===== config.mk =====
export PLATFORM = sky130hd
export DESIGN_NAME = alu_control_md
export DESIGN_NICKNAME = d
export VERILOG_FILES = /design/src/rtl/alu_ctrl_pkg.sv /design/src/rtl/muldiv_iter.sv /design/src/rtl/alu_control_md.sv
export SDC_FILE = /design/constraint.sdc
export NUM_CORES = 1
export LEC_CHECK = 0
export ABC_AREA = 1
export ABC_CLOCK_PERIOD_IN_PS = 9000
export CAP_MARGIN = 20
export CELL_PAD_IN_SITES_DETAIL_PLACEMENT = 1
export CELL_PAD_IN_SITES_GLOBAL_PLACEMENT = 1
export CORE_MARGIN = 5
export CORE_UTILIZATION = 42
export DETAILED_ROUTE_END_ITERATION = 10
export PLACE_DENSITY_LB_ADDON = 0.1
export SETUP_SLACK_MARGIN = 0.5
export SLEW_MARGIN = 20
export SYNTH_ARGS = -nofsm -noshare
export SYNTH_HDL_FRONTEND = slang
export SYNTH_SLANG_ARGS = --single-unit

===== constraint.sdc =====
create_clock -name clk -period 9 [get_ports clk]
set_clock_uncertainty 0.2 [all_clocks]
set_input_delay 0.9 -clock clk [delete_from_list [all_inputs] [get_ports clk]]
set_output_delay 0.9 -clock clk [all_outputs]
set_load 0.01 [all_outputs]

===== src/rtl/alu_ctrl_pkg.sv =====
// Shared encodings for the ALU control unit and its iterative multiply/divide sequencer.
package alu_ctrl_pkg;

    localparam logic [2:0] ALUOP_ADD   = 3'b000;
    localparam logic [2:0] ALUOP_SUB   = 3'b001;
    localparam logic [2:0] ALUOP_RTYPE = 3'b010;
    localparam logic [2:0] ALUOP_AND   = 3'b011;
    localparam logic [2:0] ALUOP_OR    = 3'b100;
    localparam logic [2:0] ALUOP_SLT   = 3'b101;
    localparam logic [2:0] ALUOP_XOR   = 3'b110;
    localparam logic [2:0] ALUOP_LUI   = 3'b111;

    localparam logic [5:0] FN_ADD   = 6'b100000;
    localparam logic [5:0] FN_SUB   = 6'b100010;
    localparam logic [5:0] FN_AND   = 6'b100100;
    localparam logic [5:0] FN_OR    = 6'b100101;
    localparam logic [5:0] FN_SLT   = 6'b101010;
    localparam logic [5:0] FN_XOR   = 6'b100110;
    localparam logic [5:0] FN_NOR   = 6'b100111;
    localparam logic [5:0] FN_SLL   = 6'b000000;
    localparam logic [5:0] FN_SRL   = 6'b000010;
    localparam logic [5:0] FN_SRA   = 6'b000011;
    localparam logic [5:0] FN_JR    = 6'b001000;
    localparam logic [5:0] FN_MULT  = 6'b011000;
    localparam logic [5:0] FN_MULTU = 6'b011001;
    localparam logic [5:0] FN_DIV   = 6'b011010;
    localparam logic [5:0] FN_DIVU  = 6'b011011;
    localparam logic [5:0] FN_MFHI  = 6'b010000;
    localparam logic [5:0] FN_MFLO  = 6'b010010;

    localparam logic [3:0] SIG_AND = 4'b0000;
    localparam logic [3:0] SIG_OR  = 4'b0001;
    localparam logic [3:0] SIG_ADD = 4'b0010;
    localparam logic [3:0] SIG_XOR = 4'b0011;
    localparam logic [3:0] SIG_SLL = 4'b0100;
    localparam logic [3:0] SIG_SUB = 4'b0110;
    localparam logic [3:0] SIG_SLT = 4'b0111;
    localparam logic [3:0] SIG_SRL = 4'b1000;
    localparam logic [3:0] SIG_SRA = 4'b1001;
    localparam logic [3:0] SIG_LUI = 4'b1010;
    localparam logic [3:0] SIG_NOR = 4'b1100;

    typedef enum logic [1:0] {MD_MULT, MD_MULTU, MD_DIV, MD_DIVU} md_op_e;

    typedef enum logic [1:0] {ST_IDLE, ST_BUSY, ST_DONE} md_state_e;

endpackage


===== src/rtl/muldiv_iter.sv =====
// One-bit-per-cycle shift-add multiplier and restoring divider on operand magnitudes;
// signs are reapplied combinationally on the final iteration.
module muldiv_iter
    import alu_ctrl_pkg::*;
#(
    parameter int unsigned WIDTH = 32
) (
    input  logic             clk,
    input  logic             rst,
    input  logic             start,
    input  md_op_e           op,
    input  logic [WIDTH-1:0] a,
    input  logic [WIDTH-1:0] b,
    output logic             done,
    output logic [WIDTH-1:0] hi_next,
    output logic [WIDTH-1:0] lo_next
);
    localparam int unsigned CNT_W = $clog2(WIDTH);

    logic [CNT_W-1:0]   cnt_q, cnt_d;
    logic               run_q, run_d, div_q, div_d, neg_q, neg_d, rneg_q, rneg_d, dz_q, dz_d;
    logic [WIDTH-1:0]   acc_q, acc_d, x_q, x_d, y_q, y_d, rs_q, rs_d;

    logic               signed_op, a_neg, b_neg, div_ge;
    logic [WIDTH:0]     mul_sum, div_sh;
    logic [WIDTH-1:0]   acc_st, x_st;
    logic [2*WIDTH-1:0] prod, prod_fix;

    // Single iteration: acc:x is the product / remainder:dividend pair.
    always_comb begin
        signed_op = (op == MD_MULT) || (op == MD_DIV);
        a_neg     = signed_op && a[WIDTH-1];
        b_neg     = signed_op && b[WIDTH-1];
        mul_sum   = {1'b0, acc_q} + (x_q[0] ? {1'b0, y_q} : '0);
        div_sh    = {acc_q, x_q[WIDTH-1]};
        div_ge    = div_sh >= {1'b0, y_q};
        if (div_q) begin
            acc_st = div_ge ? WIDTH'(div_sh - {1'b0, y_q}) : div_sh[WIDTH-1:0];
            x_st   = {x_q[WIDTH-2:0], div_ge};
        end else begin
            acc_st = mul_sum[WIDTH:1];
            x_st   = {mul_sum[0], x_q[WIDTH-1:1]};
        end
    end

    always_comb begin
        cnt_d  = cnt_q;
        run_d  = run_q;
        div_d  = div_q;
        neg_d  = neg_q;
        rneg_d = rneg_q;
        dz_d   = dz_q;
        acc_d  = acc_q;
        x_d    = x_q;
        y_d    = y_q;
        rs_d   = rs_q;
        done   = 1'b0;
        if (start) begin
            run_d  = 1'b1;
            cnt_d  = CNT_W'(WIDTH - 1);
            div_d  = (op == MD_DIV) || (op == MD_DIVU);
            neg_d  = a_neg ^ b_neg;
            rneg_d = a_neg;
            dz_d   = div_d && (b == '0);
            acc_d  = '0;
            x_d    = a_neg ? -a : a;
            y_d    = b_neg ? -b : b;
            rs_d   = a;
        end else if (run_q) begin
            acc_d = acc_st;
            x_d   = x_st;
            cnt_d = cnt_q - CNT_W'(1);
            if (cnt_q == '0) begin
                run_d = 1'b0;
                done  = 1'b1;
            end
        end
    end

    // Final HI/LO, valid in the cycle that asserts done.
    always_comb begin
        prod     = {acc_st, x_st};
        prod_fix = neg_q ? -prod : prod;
        if (div_q) begin
            lo_next = dz_q ? '1 : (neg_q ? -x_st : x_st);
            hi_next = dz_q ? rs_q : (rneg_q ? -acc_st : acc_st);
        end else begin
            hi_next = prod_fix[2*WIDTH-1:WIDTH];
            lo_next = prod_fix[WIDTH-1:0];
        end
    end

    always_ff @(posedge clk or posedge rst) begin
        if (rst) begin
            cnt_q  <= '0;
            run_q  <= 1'b0;
            div_q  <= 1'b0;
            neg_q  <= 1'b0;
            rneg_q <= 1'b0;
            dz_q   <= 1'b0;
            acc_q  <= '0;
            x_q    <= '0;
            y_q    <= '0;
            rs_q   <= '0;
        end else begin
            cnt_q  <= cnt_d;
            run_q  <= run_d;
            div_q  <= div_d;
            neg_q  <= neg_d;
            rneg_q <= rneg_d;
            dz_q   <= dz_d;
            acc_q  <= acc_d;
            x_q    <= x_d;
            y_q    <= y_d;
            rs_q   <= rs_d;
        end
    end

endmodule


===== src/rtl/alu_control_md.sv =====
// ALU control decode plus the issue/stall sequencer that owns the HI/LO registers.
module alu_control_md
    import alu_ctrl_pkg::*;
#(
    parameter int unsigned WIDTH = 32,
    parameter int unsigned SIG_W = 4
) (
    input  logic             clk,
    input  logic             rst,
    input  logic [2:0]       alu_op,
    input  logic [5:0]       funct,
    input  logic [WIDTH-1:0] rs_val,
    input  logic [WIDTH-1:0] rt_val,
    output logic [SIG_W-1:0] alu_signal,
    output logic             jr_signal,
    output logic             md_sel,
    output logic [WIDTH-1:0] md_result,
    output logic             stall,
    output logic [WIDTH-1:0] hi,
    output logic [WIDTH-1:0] lo
);
    logic [3:0]       sig4;
    logic             md_req, rd_hi, issue, md_done;
    md_op_e           md_op;
    md_state_e        state_q, state_d;
    logic [WIDTH-1:0] hi_q, lo_q, hi_next, lo_next;

    always_comb begin
        sig4      = SIG_AND;
        jr_signal = 1'b0;
        md_sel    = 1'b0;
        md_req    = 1'b0;
        md_op     = MD_MULT;
        rd_hi     = 1'b0;
        case (alu_op)
            ALUOP_ADD:   sig4 = SIG_ADD;
            ALUOP_SUB:   sig4 = SIG_SUB;
            ALUOP_AND:   sig4 = SIG_AND;
            ALUOP_OR:    sig4 = SIG_OR;
            ALUOP_SLT:   sig4 = SIG_SLT;
            ALUOP_XOR:   sig4 = SIG_XOR;
            ALUOP_LUI:   sig4 = SIG_LUI;
            ALUOP_RTYPE: begin
                case (funct)
                    FN_ADD:   sig4 = SIG_ADD;
                    FN_SUB:   sig4 = SIG_SUB;
                    FN_AND:   sig4 = SIG_AND;
                    FN_OR:    sig4 = SIG_OR;
                    FN_SLT:   sig4 = SIG_SLT;
                    FN_XOR:   sig4 = SIG_XOR;
                    FN_NOR:   sig4 = SIG_NOR;
                    FN_SLL:   sig4 = SIG_SLL;
                    FN_SRL:   sig4 = SIG_SRL;
                    FN_SRA:   sig4 = SIG_SRA;
                    FN_JR: begin
                        sig4      = SIG_ADD;
                        jr_signal = 1'b1;
                    end
                    FN_MULT:  md_req = 1'b1;
                    FN_MULTU: begin
                        md_req = 1'b1;
                        md_op  = MD_MULTU;
                    end
                    FN_DIV: begin
                        md_req = 1'b1;
                        md_op  = MD_DIV;
                    end
                    FN_DIVU: begin
                        md_req = 1'b1;
                        md_op  = MD_DIVU;
                    end
                    FN_MFHI: begin
                        md_sel = 1'b1;
                        rd_hi  = 1'b1;
                    end
                    FN_MFLO:  md_sel = 1'b1;
                    default:  sig4 = SIG_AND;
                endcase
            end
            default:     sig4 = SIG_AND;
        endcase
        alu_signal = SIG_W'(sig4);
        md_result  = md_sel ? (rd_hi ? hi_q : lo_q) : '0;
    end

    // DONE lets the held instruction retire once without re-issuing.
    always_comb begin
        state_d = state_q;
        issue   = 1'b0;
        stall   = 1'b0;
        case (state_q)
            ST_IDLE: begin
                if (md_req && !rst) begin
                    issue   = 1'b1;
                    stall   = 1'b1;
                    state_d = ST_BUSY;
                end
            end
            ST_BUSY: begin
                stall = 1'b1;
                if (md_done) begin
                    state_d = ST_DONE;
                end
            end
            ST_DONE: state_d = ST_IDLE;
            default: state_d = ST_IDLE;
        endcase
    end

    always_ff @(posedge clk or posedge rst) begin
        if (rst) begin
            state_q <= ST_IDLE;
            hi_q    <= '0;
            lo_q    <= '0;
        end else begin
            state_q <= state_d;
            if (md_done) begin
                hi_q <= hi_next;
                lo_q <= lo_next;
            end
        end
    end

    assign hi = hi_q;
    assign lo = lo_q;

    muldiv_iter #(
        .WIDTH(WIDTH)
    ) u_muldiv (
        .clk     (clk),
        .rst     (rst),
        .start   (issue),
        .op      (md_op),
        .a       (rs_val),
        .b       (rt_val),
        .done    (md_done),
        .hi_next (hi_next),
        .lo_next (lo_next)
    );

endmodule


==> impl_metrics.env, run 1 <==
export IMPL_avgSynthCellArea_sq_um=6.08
export IMPL_wl_mm=95.1
export IMPL_grt_max_degree=132
export IMPL_slew_viol_final=0
export IMPL_dp_hpwl_mm=76.1
export IMPL_route_detailed_wl_per_inst_um=23.6
export IMPL_design_area_sq_um=23200
export IMPL_max_freq_mhz=179
export IMPL_cts_buffer_depth=3
export IMPL_routabilityCongestion=1.00
export IMPL_final_layout_size_suffix_gt1_share_pct=6.63
export IMPL_synth_area_leaders="dfrtp_1 26%, nand2_1 19%, inv_1 9.1%, nand3_1 7.2%, nor2_1 5.2%"
export IMPL_synth_cell_types=63
export IMPL_port_buffers=177
export IMPL_fp_dieH_um=228
export IMPL_worst_path_max_delay_cell="dfrtp_1"
export IMPL_hold_viol=0
export IMPL_core_area_sq_um=47400
export IMPL_postSynth_asyncResetShare_pct=100
export IMPL_slew_headroom_pct=21.3
export IMPL_rsz0062_at_grt="false"
export IMPL_grt_usage_pct=35.0
export IMPL_end_kind="flop"
export IMPL_nFillCells=6516
export IMPL_drc=0
export IMPL_synth_edf_count=0
export IMPL_worst_slew_pin_transition_ns=1.17
export IMPL_insertion_delay_ns=0.59
export IMPL_fin_nets=3550
export IMPL_io_pins=178
export IMPL_startpoint_type="flop"
export IMPL_cp_max_fo=41
export IMPL_cts_root_buf="clkbuf_16"
export IMPL_cpPeakStageDelay_ns=0.52
export IMPL_htree_levels=1
export IMPL_power_density_nw_per_um2=298
export IMPL_row_count=80
export IMPL_ant_nets=0
export IMPL_first_pass_iters=5
export IMPL_die_x_um=228
export IMPL_cts_resized=0
export IMPL_drt_met1_wl_mm=41.9
export IMPL_netlist_area_sq_um=20000
export IMPL_placed_cell_area_sq_um=22200
export IMPL_fin_crit_sh_pct=62.0
export IMPL_hp_class="flop to flop"
export IMPL_num_vias=23400
export IMPL_post_place_cells=3989
export IMPL_crit_family="simple AND/OR/NAND/NOR gates"
export IMPL_synth_top_cell_area_share_pct=25.5
export IMPL_antenna_found_initial=2
export IMPL_gr_total_overflow=0
export IMPL_post_route_min_period_ns=5.58
export IMPL_synth_largest_area_cell="dfrtp_1"
export IMPL_maxCapViolations=0
export IMPL_irDropWorstVdd_mv=0.172
export IMPL_total_power_mw=6.91
export IMPL_fin_cells=4038
export IMPL_cpMostUsedCell="nand2_1"
export IMPL_status="finished clean"
export IMPL_first_global_vias=23400
export IMPL_routed_top_layer="met5"
export IMPL_setup_violations_final=0
export IMPL_die_area_sq_um=52100
export IMPL_critical_path_class="flop to flop"
export IMPL_whs_ns=0.307
export IMPL_yosysMostFrequentCell="nand2_1"
export IMPL_p_leak_nw=11.9
export IMPL_cts_made_buffers=26
export IMPL_ys_ff_latch=204
export IMPL_cts_setup_buffers=0
export IMPL_synth_fp_nets=3441
export IMPL_num_antenna_cells=0
export IMPL_holdBufCountCts=0
export IMPL_yosysSeqAreaShare_pct=25.5
export IMPL_clkSinkCount=204
export IMPL_setup_tns_final_ns=0
export IMPL_crit_arrival_ns=5.88
export IMPL_syn_inst=3294
export IMPL_synth_top_flop_cell="dfrtp_1"
export IMPL_wl_met2_mm=42.6
export IMPL_dr_wl_met3_mm=7.32
export IMPL_setup_ws_ns=3.42
export IMPL_start_util_pct=42.2
export IMPL_crit_required_ns=9.30
export IMPL_cts_tree="yes"
export IMPL_post_route_util_pct=48.8
export IMPL_viasPerCell=5.78
export IMPL_clk_pin_slew_ns=0.06
export IMPL_dp_slack_ns=3.07
export IMPL_synth_commonest_cells="1022 x nand2_1, 487 x inv_1, 288 x nand3_1"
export IMPL_crit_buf_inv=4
export IMPL_dr_first_iter_drc_count=2238
export IMPL_synth_warning_count=0
export IMPL_grt_pass1_wl_mm=143
export IMPL_syn2layout_area_growth_pct=15.7
==> final cells by class <==
class	count	area, sq um	area share (%)
Multi-Input combinational cell	2460	12400	53.6
Sequential cell	204	5110	22.1
Clock inverter	15	219	0.946
Tap cell	615	769	3.32
Timing Repair Buffer	199	1960	8.45
Inverter	512	1930	8.33
Clock buffer	33	747	3.23
==> power by group <==
group / switching, mW / internal (mW)
Combinational: 3.21 / 1.21
Sequential: 0.239 / 1.06
Clock: 0.473 / 0.706
==> tightest hold or removal path: stages (launching register included) <==
cell,delay [ns]
dfrtp_1,0.35
nand2_1,0.05
nand3_1,0.07
==> logic make-up after synthesis <==
| group | count (synthesis) | share of synthesized area [%] |
|---|---|---|
| simple gates | 1835 | 40.5 |
| buf+inv | 630 | 12.5 |
| compound gates | 489 | 14.1 |
| flops | 204 | 25.5 |
| fa+ha+maj | 72 | 4.58 |
| xor+xnor | 64 | 2.80 |
==> routing by layer <==
layer  GRT usage (%)  vias up
met2            56.3      843
met5               0        -
met4            10.3        2
met1            48.8    11500
met3            5.56      173
li1                -    10800
==> flip-flops by register name, summed over array words and instances (netlist names) <==
| register | flops |
|---|---|
| hi | 32 |
| lo | 32 |
| state_q | 2 |
| u_muldiv.acc_q | 32 |
| u_muldiv.cnt_q | 5 |
| u_muldiv.div_q | 1 |
| u_muldiv.dz_q | 1 |
| u_muldiv.neg_q | 1 |
| u_muldiv.rneg_q | 1 |
| u_muldiv.rs_q | 32 |
| u_muldiv.run_q | 1 |
| u_muldiv.x_q | 32 |
| u_muldiv.y_q | 32 |
==> layout by cell type (no fill, tap or decap), drive strengths merged, types with 6 or more instances in the layout <==
cell	instances
nor2	321
o21ai	219
o21bai	8
nand3b	12
a2bb2oi	11
xnor2	20
buf	22
o2111ai	7
clkdlybuf4s50	177
xor2	44
o21a	12
nand2	1061
dfrtp	204
nor4	10
o22ai	40
nand3	311
clkinv	10
a32oi	7
o211ai	21
and2	9
a21oi	128
ha	70
or2	13
inv	507
nor3	40
nand4	53
clkbuf	33
clkinvlp	6
==> path summary, 6_finish.rpt <==
kind	startpoint	to	slack (ns)	cells after the start
max	u_muldiv.y_q[19]	hi[28]	3.42	33
min	u_muldiv.cnt_q[4]	u_muldiv.cnt_q[4]	0.31	2
max reg2reg	u_muldiv.y_q[19]	hi[28]	3.42	33
min reg2reg	u_muldiv.cnt_q[4]	u_muldiv.cnt_q[4]	0.31	2
max in group asynchronous	rst	u_muldiv.div_q	6.06	4
min in group asynchronous	rst	u_muldiv.rs_q[4]	0.63	2
Power figures use the tool's default switching activity.
==> inputs of run 2 (changes only) <==
--- a/config.mk
+++ b/config.mk
@@ -6,7 +6,7 @@
 export NUM_CORES = 1
 export LEC_CHECK = 0
 export ABC_AREA = 1
-export ABC_CLOCK_PERIOD_IN_PS = 9000
+export ABC_CLOCK_PERIOD_IN_PS = 5800
 export CAP_MARGIN = 20
 export CELL_PAD_IN_SITES_DETAIL_PLACEMENT = 1
 export CELL_PAD_IN_SITES_GLOBAL_PLACEMENT = 1
==> constraint.sdc (replaced) <==
create_clock -name clk -period 5.8 [get_ports clk]
set_clock_uncertainty 0.2 [all_clocks]
set_input_delay 0.58 -clock clk [delete_from_list [all_inputs] [get_ports clk]]
set_output_delay 0.58 -clock clk [all_outputs]
set_load 0.01 [all_outputs]
==> impl_metrics.env, run 2 (synthesis gave the netlist of run 1 again) <==
export IMPL_status="finished clean"
export IMPL_cts_root_buf="clkbuf_16"
export IMPL_fin_nets=3580
export IMPL_post_place_cells=4018
export IMPL_crit_required_ns=6.12
export IMPL_hold_viol=0
export IMPL_setup_violations_final=0
export IMPL_cpPeakStageDelay_ns=0.40
export IMPL_end_kind="flop"
export IMPL_grtUsageMet3_pct=6.40
export IMPL_top_usage_layer="met2"
export IMPL_maxCapViolations=0
export IMPL_post_route_util_pct=49.0
export IMPL_nFillCells=6502
export IMPL_clkSinkCount=204
export IMPL_grt_pass1_wl_mm=151
export IMPL_post_route_min_period_ns=4.96
export IMPL_fin_crit_sh_pct=85.5
export IMPL_hp_class="flop to flop"
export IMPL_antenna_found_initial=8
export IMPL_cp_max_fo=6
export IMPL_p_clk_share_pct=16.3
export IMPL_cts_buffer_depth=3
export IMPL_fin_cells=4068
export IMPL_switching_share_pct=57.2
export IMPL_wl_mm=99.7
export IMPL_final_layout_size_suffix_gt1_share_pct=7.24
export IMPL_fp_dieH_um=228
export IMPL_core_area_sq_um=47400
export IMPL_design_area_sq_um=23300
export IMPL_clk_pin_slew_ns=0.06
export IMPL_cts_tree="yes"
export IMPL_crit_arrival_ns=5.29
export IMPL_worst_path_max_delay_cell="o21ai_2"
export IMPL_hp_start="u_muldiv.rs_q[1]"
export IMPL_critical_path_class="flop to flop"
export IMPL_seq_area_sq_um=5110
export IMPL_power_density_nw_per_um2=459
export IMPL_worst_slew_pin_transition_ns=1.23
export IMPL_ant_nets=0
export IMPL_placed_cell_area_sq_um=22400
export IMPL_syn2layout_area_growth_pct=16.3
export IMPL_first_pass_iters=6
export IMPL_routabilityCongestion=0.996
export IMPL_dr_first_iter_drc_count=2398
export IMPL_num_vias=23900
export IMPL_grt_max_degree=138
export IMPL_die_area_sq_um=52100
export IMPL_viasPerCell=5.87
export IMPL_port_buffers=177
export IMPL_power_frac_comb_pct=65.0
export IMPL_seq_power_share_pct=18.7
export IMPL_htree_levels=1
export IMPL_multi_input_area_sq_um=12400
export IMPL_io_pins=178
export IMPL_die_x_um=228
export IMPL_holdBufCountCts=0
export IMPL_final_common_cell="nand2_1"
export IMPL_dp_hpwl_mm=79.6
export IMPL_cts_made_buffers=27
export IMPL_p_sw_mw=6.11
export IMPL_p_leak_nw=12.0
export IMPL_cpMostUsedCell="nand2_1"
export IMPL_drc=0
export IMPL_route_detailed_wl_per_inst_um=24.5
export IMPL_irDropWorstVdd_mv=0.292
export IMPL_gr_total_overflow=0
export IMPL_worstSetupStartpoint="u_muldiv.y_q[28]"
export IMPL_rsz0062_at_grt="false"
export IMPL_slew_viol_final=0
export IMPL_startpoint_type="flop"
export IMPL_grt_usage_pct=36.7
export IMPL_whs_ns=0.298
export IMPL_setup_tns_final_ns=0
export IMPL_grtUsageMet2_pct=58.7
export IMPL_row_count=80
export IMPL_start_util_pct=42.2
export IMPL_mostFrequentLayoutCells="1021 x nand2_1, 486 x inv_1, 288 x nand3_1"
export IMPL_r2r_start="u_muldiv.y_q[28]"
export IMPL_use_met1_pct=51.9
export IMPL_max_freq_mhz=202
export IMPL_first_global_vias=24000
export IMPL_insertion_delay_ns=0.59
export IMPL_p_int_mw=4.57
export IMPL_slew_headroom_pct=17.3
-- run 2: cell count changes in the layout (fill, tap and decap cells not counted), sizes merged --
cell	before	now
clkinv	10	13
clkinvlp	6	4
inv	507	506
buf	22	51
bufinv	4	2
diode	0	1
clkbuf	33	35
-- run 2: layout make-up --
type,instances,area share (%)
Sequential cell,204,22.0
Tap cell,615,3.31
Clock inverter,13,0.624
Antenna cell,1,0.0108
Inverter,512,8.28
Timing Repair Buffer,228,9.30
Clock buffer,35,3.12
Multi-Input combinational cell,2460,53.4
-- run 2: through the flow --
stage / setup WS (ns) / total power, mW
after floorplan: 1.99 / 6.32
after global placement: 0.889 / 8.58
after detailed placement: 0.836 / 8.73
after CTS: 0.852 / 10.5
after global routing: 0.509 / 11.3
final: 0.840 / 10.7
-- run 2: path summary, 6_finish.rpt --
check | endpoint | slack, ns | depth (start not counted)
hold reg to reg | u_muldiv.rs_q[1] | 0.30 | 2
max in group asynchronous | u_muldiv.acc_q[20] | 4.10 | 3
hold / removal | u_muldiv.rs_q[1] | 0.30 | 2
min in group asynchronous | lo[16] | 0.43 | 3
setup / recovery | hi[18] | 0.84 | 28
setup reg to reg | hi[18] | 0.84 | 28
-- run 2: power by group through the flow --
stage	logic [mW]	clock network (mW)	registers [mW]
floorplan	4.50	0	1.82
global placement	6.58	0	2.00
detailed placement	6.72	0	2.01
CTS	6.78	1.75	1.98
global route	7.49	1.80	2.01
finish	6.94	1.74	2.00
-- run 2: layer usage --
| layer | up-vias | part of all wire (%) | wire [um] |
|---|---|---|---|
| li1 | 10800 | - | - |
| met1 | 11900 | 45 | 44400 |
| met2 | 962 | 45 | 44600 |
| met3 | 172 | 7.7 | 7680 |
| met4 | 6 | 3.0 | 2950 |
| met5 | - | 0.041 | 41 |
-- run 2: what timing repair did --
| action | CTS | global route |
|---|---|---|
| buffers inserted | 0 | 0 |
| setup endpoints to repair | 0 | 4 |
| gates resized for setup | 0 | 2 |
-- run 2: worst max-delay path: cells and delay by family (launching register included) --
kind	cells	cell delay, ns
AOI/OAI and AO/OA	3	0.71
and+or+nand+nor	20	2.53
DFF	1	0.39
buffers and inverters	3	0.45
adders and majority gates	2	0.59
==> inputs of run 3 (changes only) <==
--- a/config.mk
+++ b/config.mk
@@ -6,15 +6,16 @@
 export NUM_CORES = 1
 export LEC_CHECK = 0
 export ABC_AREA = 1
-export ABC_CLOCK_PERIOD_IN_PS = 5800
+export ABC_CLOCK_PERIOD_IN_PS = 4300
 export CAP_MARGIN = 20
 export CELL_PAD_IN_SITES_DETAIL_PLACEMENT = 1
 export CELL_PAD_IN_SITES_GLOBAL_PLACEMENT = 1
 export CORE_MARGIN = 5
-export CORE_UTILIZATION = 42
+export CORE_UTILIZATION = 38
 export DETAILED_ROUTE_END_ITERATION = 10
 export PLACE_DENSITY_LB_ADDON = 0.1
 export SETUP_SLACK_MARGIN = 0.5
+export SKIP_LAST_GASP = 1
 export SLEW_MARGIN = 20
 export SYNTH_ARGS = -nofsm -noshare
 export SYNTH_HDL_FRONTEND = slang
==> constraint.sdc (replaced) <==
create_clock -name clk -period 4.3 [get_ports clk]
set_clock_uncertainty 0.2 [all_clocks]
set_input_delay 0.43 -clock clk [delete_from_list [all_inputs] [get_ports clk]]
set_output_delay 0.43 -clock clk [all_outputs]
set_load 0.01 [all_outputs]
==> impl_metrics.env, run 3 (synthesis gave the netlist of run 1 again) <==
export IMPL_start_util_pct=38.2
export IMPL_crit_arrival_ns=4.60
export IMPL_ant_nets=0
export IMPL_grt_max_degree=79
export IMPL_antenna_found_initial=4
export IMPL_grt_pass1_wl_mm=162
export IMPL_top_usage_layer="met2"
export IMPL_slew_viol_final=0
export IMPL_first_pass_iters=5
export IMPL_cts_made_buffers=28
export IMPL_holdBufCountCts=0
export IMPL_worst_path_max_delay_cell="dfrtp_1"
export IMPL_io_pins=178
export IMPL_num_vias=25500
export IMPL_total_power_mw=19.3
export IMPL_slew_headroom_pct=24.9
export IMPL_startpoint_type="flop"
export IMPL_mostFrequentLayoutCells="933 x nand2_1, 458 x inv_1, 362 x buf_4"
export IMPL_fin_nets=3924
export IMPL_dr_first_iter_drc_count=2205
export IMPL_dp_slack_ns=-0.0747
export IMPL_cts_tree="yes"
export IMPL_fin_crit_sh_pct=100
export IMPL_die_area_sq_um=57400
export IMPL_worstSetupStartpoint="u_muldiv.acc_q[1]"
export IMPL_end_kind="flop"
export IMPL_ff2ff_path_depth=29
export IMPL_core_area_sq_um=52300
export IMPL_drc=0
export IMPL_use_met1_pct=50.5
export IMPL_routabilityCongestion=1.05
export IMPL_setup_violations_final=0
export IMPL_clkSinkCount=204
export IMPL_final_common_cell="nand2_1"
export IMPL_irDropWorstVdd_mv=0.421
export IMPL_max_freq_mhz=233
export IMPL_first_global_vias=25700
export IMPL_die_x_um=239
export IMPL_cpMostUsedCell="nand2_2"
export IMPL_post_route_min_period_ns=4.30
export IMPL_grt_usage_pct=36.6
export IMPL_final_layout_size_suffix_gt1_share_pct=22.8
export IMPL_hold_viol=0
export IMPL_crit_required_ns=4.60
export IMPL_viasPerCell=5.68
export IMPL_design_area_sq_um=27900
export IMPL_rsz0062_at_grt="true"
export IMPL_gr_total_overflow=0
export IMPL_r2r_start="u_muldiv.acc_q[1]"
export IMPL_syn2layout_area_growth_pct=39.2
export IMPL_cts_buffer_depth=3
export IMPL_port_buffers=177
export IMPL_wl_mm=111
export IMPL_hp_class="input pin to asynchronous set/reset pin"
export IMPL_route_detailed_wl_per_inst_um=24.8
export IMPL_maxCapViolations=0
export IMPL_power_density_nw_per_um2=692
export IMPL_grtUsageMet2_pct=58.3
export IMPL_cp_max_fo=5
export IMPL_fp_dieH_um=239
export IMPL_p_leak_nw=14.0
export IMPL_row_count=84
export IMPL_worst_slew_pin_transition_ns=1.12
export IMPL_grtUsageMet3_pct=7.04
export IMPL_cpPeakStageDelay_ns=0.43
export IMPL_dp_hpwl_mm=86.1
export IMPL_cts_root_buf="clkbuf_16"
export IMPL_clk_pin_slew_ns=0.06
export IMPL_placed_cell_area_sq_um=24500
export IMPL_insertion_delay_ns=0.62
export IMPL_setup_ws_ns=0.000916
export IMPL_critical_path_class="flop to flop"
export IMPL_htree_levels=1
export IMPL_status="finished clean"
run 3: final cells by class:
class                   count  area [sq um]
fillers                  6922         24500
multi-input cells        2460         13900
flip-flops and latches    204          5110
repair buffers            571          4990
inverters                 512          1940
well taps                 688           861
clock buffers              35           747
clock inverters            14           303
diodes                      1          2.50
run 3: per-layer routing:
metal	vias to the layer above	part of all wire [%]
met3	255	7.6
met2	935	45
met1	12700	43
li1	11600	-
met4	4	4.5
met5	-	0.022
run 3: critical path: cells and delay by family (launching register included):
kind                     cells  cell delay, ns
AO/OA/AOI/OAI                1            0.11
adder cells (fa/ha/maj)      2            0.46
flip-flops                   1            0.43
AND/OR/NAND/NOR             26            2.97
run 3: through the flow:
step                setup TNS (ns)  hold WS, ns  instances  util (%)
global placement                 0        0.267       4345      46.7
global route                -0.417        0.297       4484      53.2
detailed placement          -0.267        0.281       4345      46.7
finish                           0        0.271       4485      53.2
CTS                              0        0.266       4455      51.4
floorplan                        0        0.244       3294         -
run 3: path summary, 6_finish.rpt:
kind	end	slack (ns)
setup / recovery	hi[30]	0.0009
hold / removal	state_q[1]	0.27
min in group clk	u_muldiv.y_q[0]	0.27
max in group asynchronous	hi[28]	2.61
hold reg to reg	u_muldiv.cnt_q[4]	0.31
setup reg to reg	hi[30]	0.0009
run 3: power breakdown:
part	leakage (nW)	internal (mW)	switching, mW	total (mW)
registers	2.37	2.23	0.366	2.59
logic	11.2	5.30	8.65	13.9
clock network	0.510	1.71	1.03	2.74
total	14.0	9.24	10.0	19.3
run 3: repair_timing:
item                       in CTS  in global routing
pin swaps                      50                 84
gates resized for setup       202                177
setup buffers                  59                 28
gates cloned                    2                  1
setup endpoints to repair      48                 61
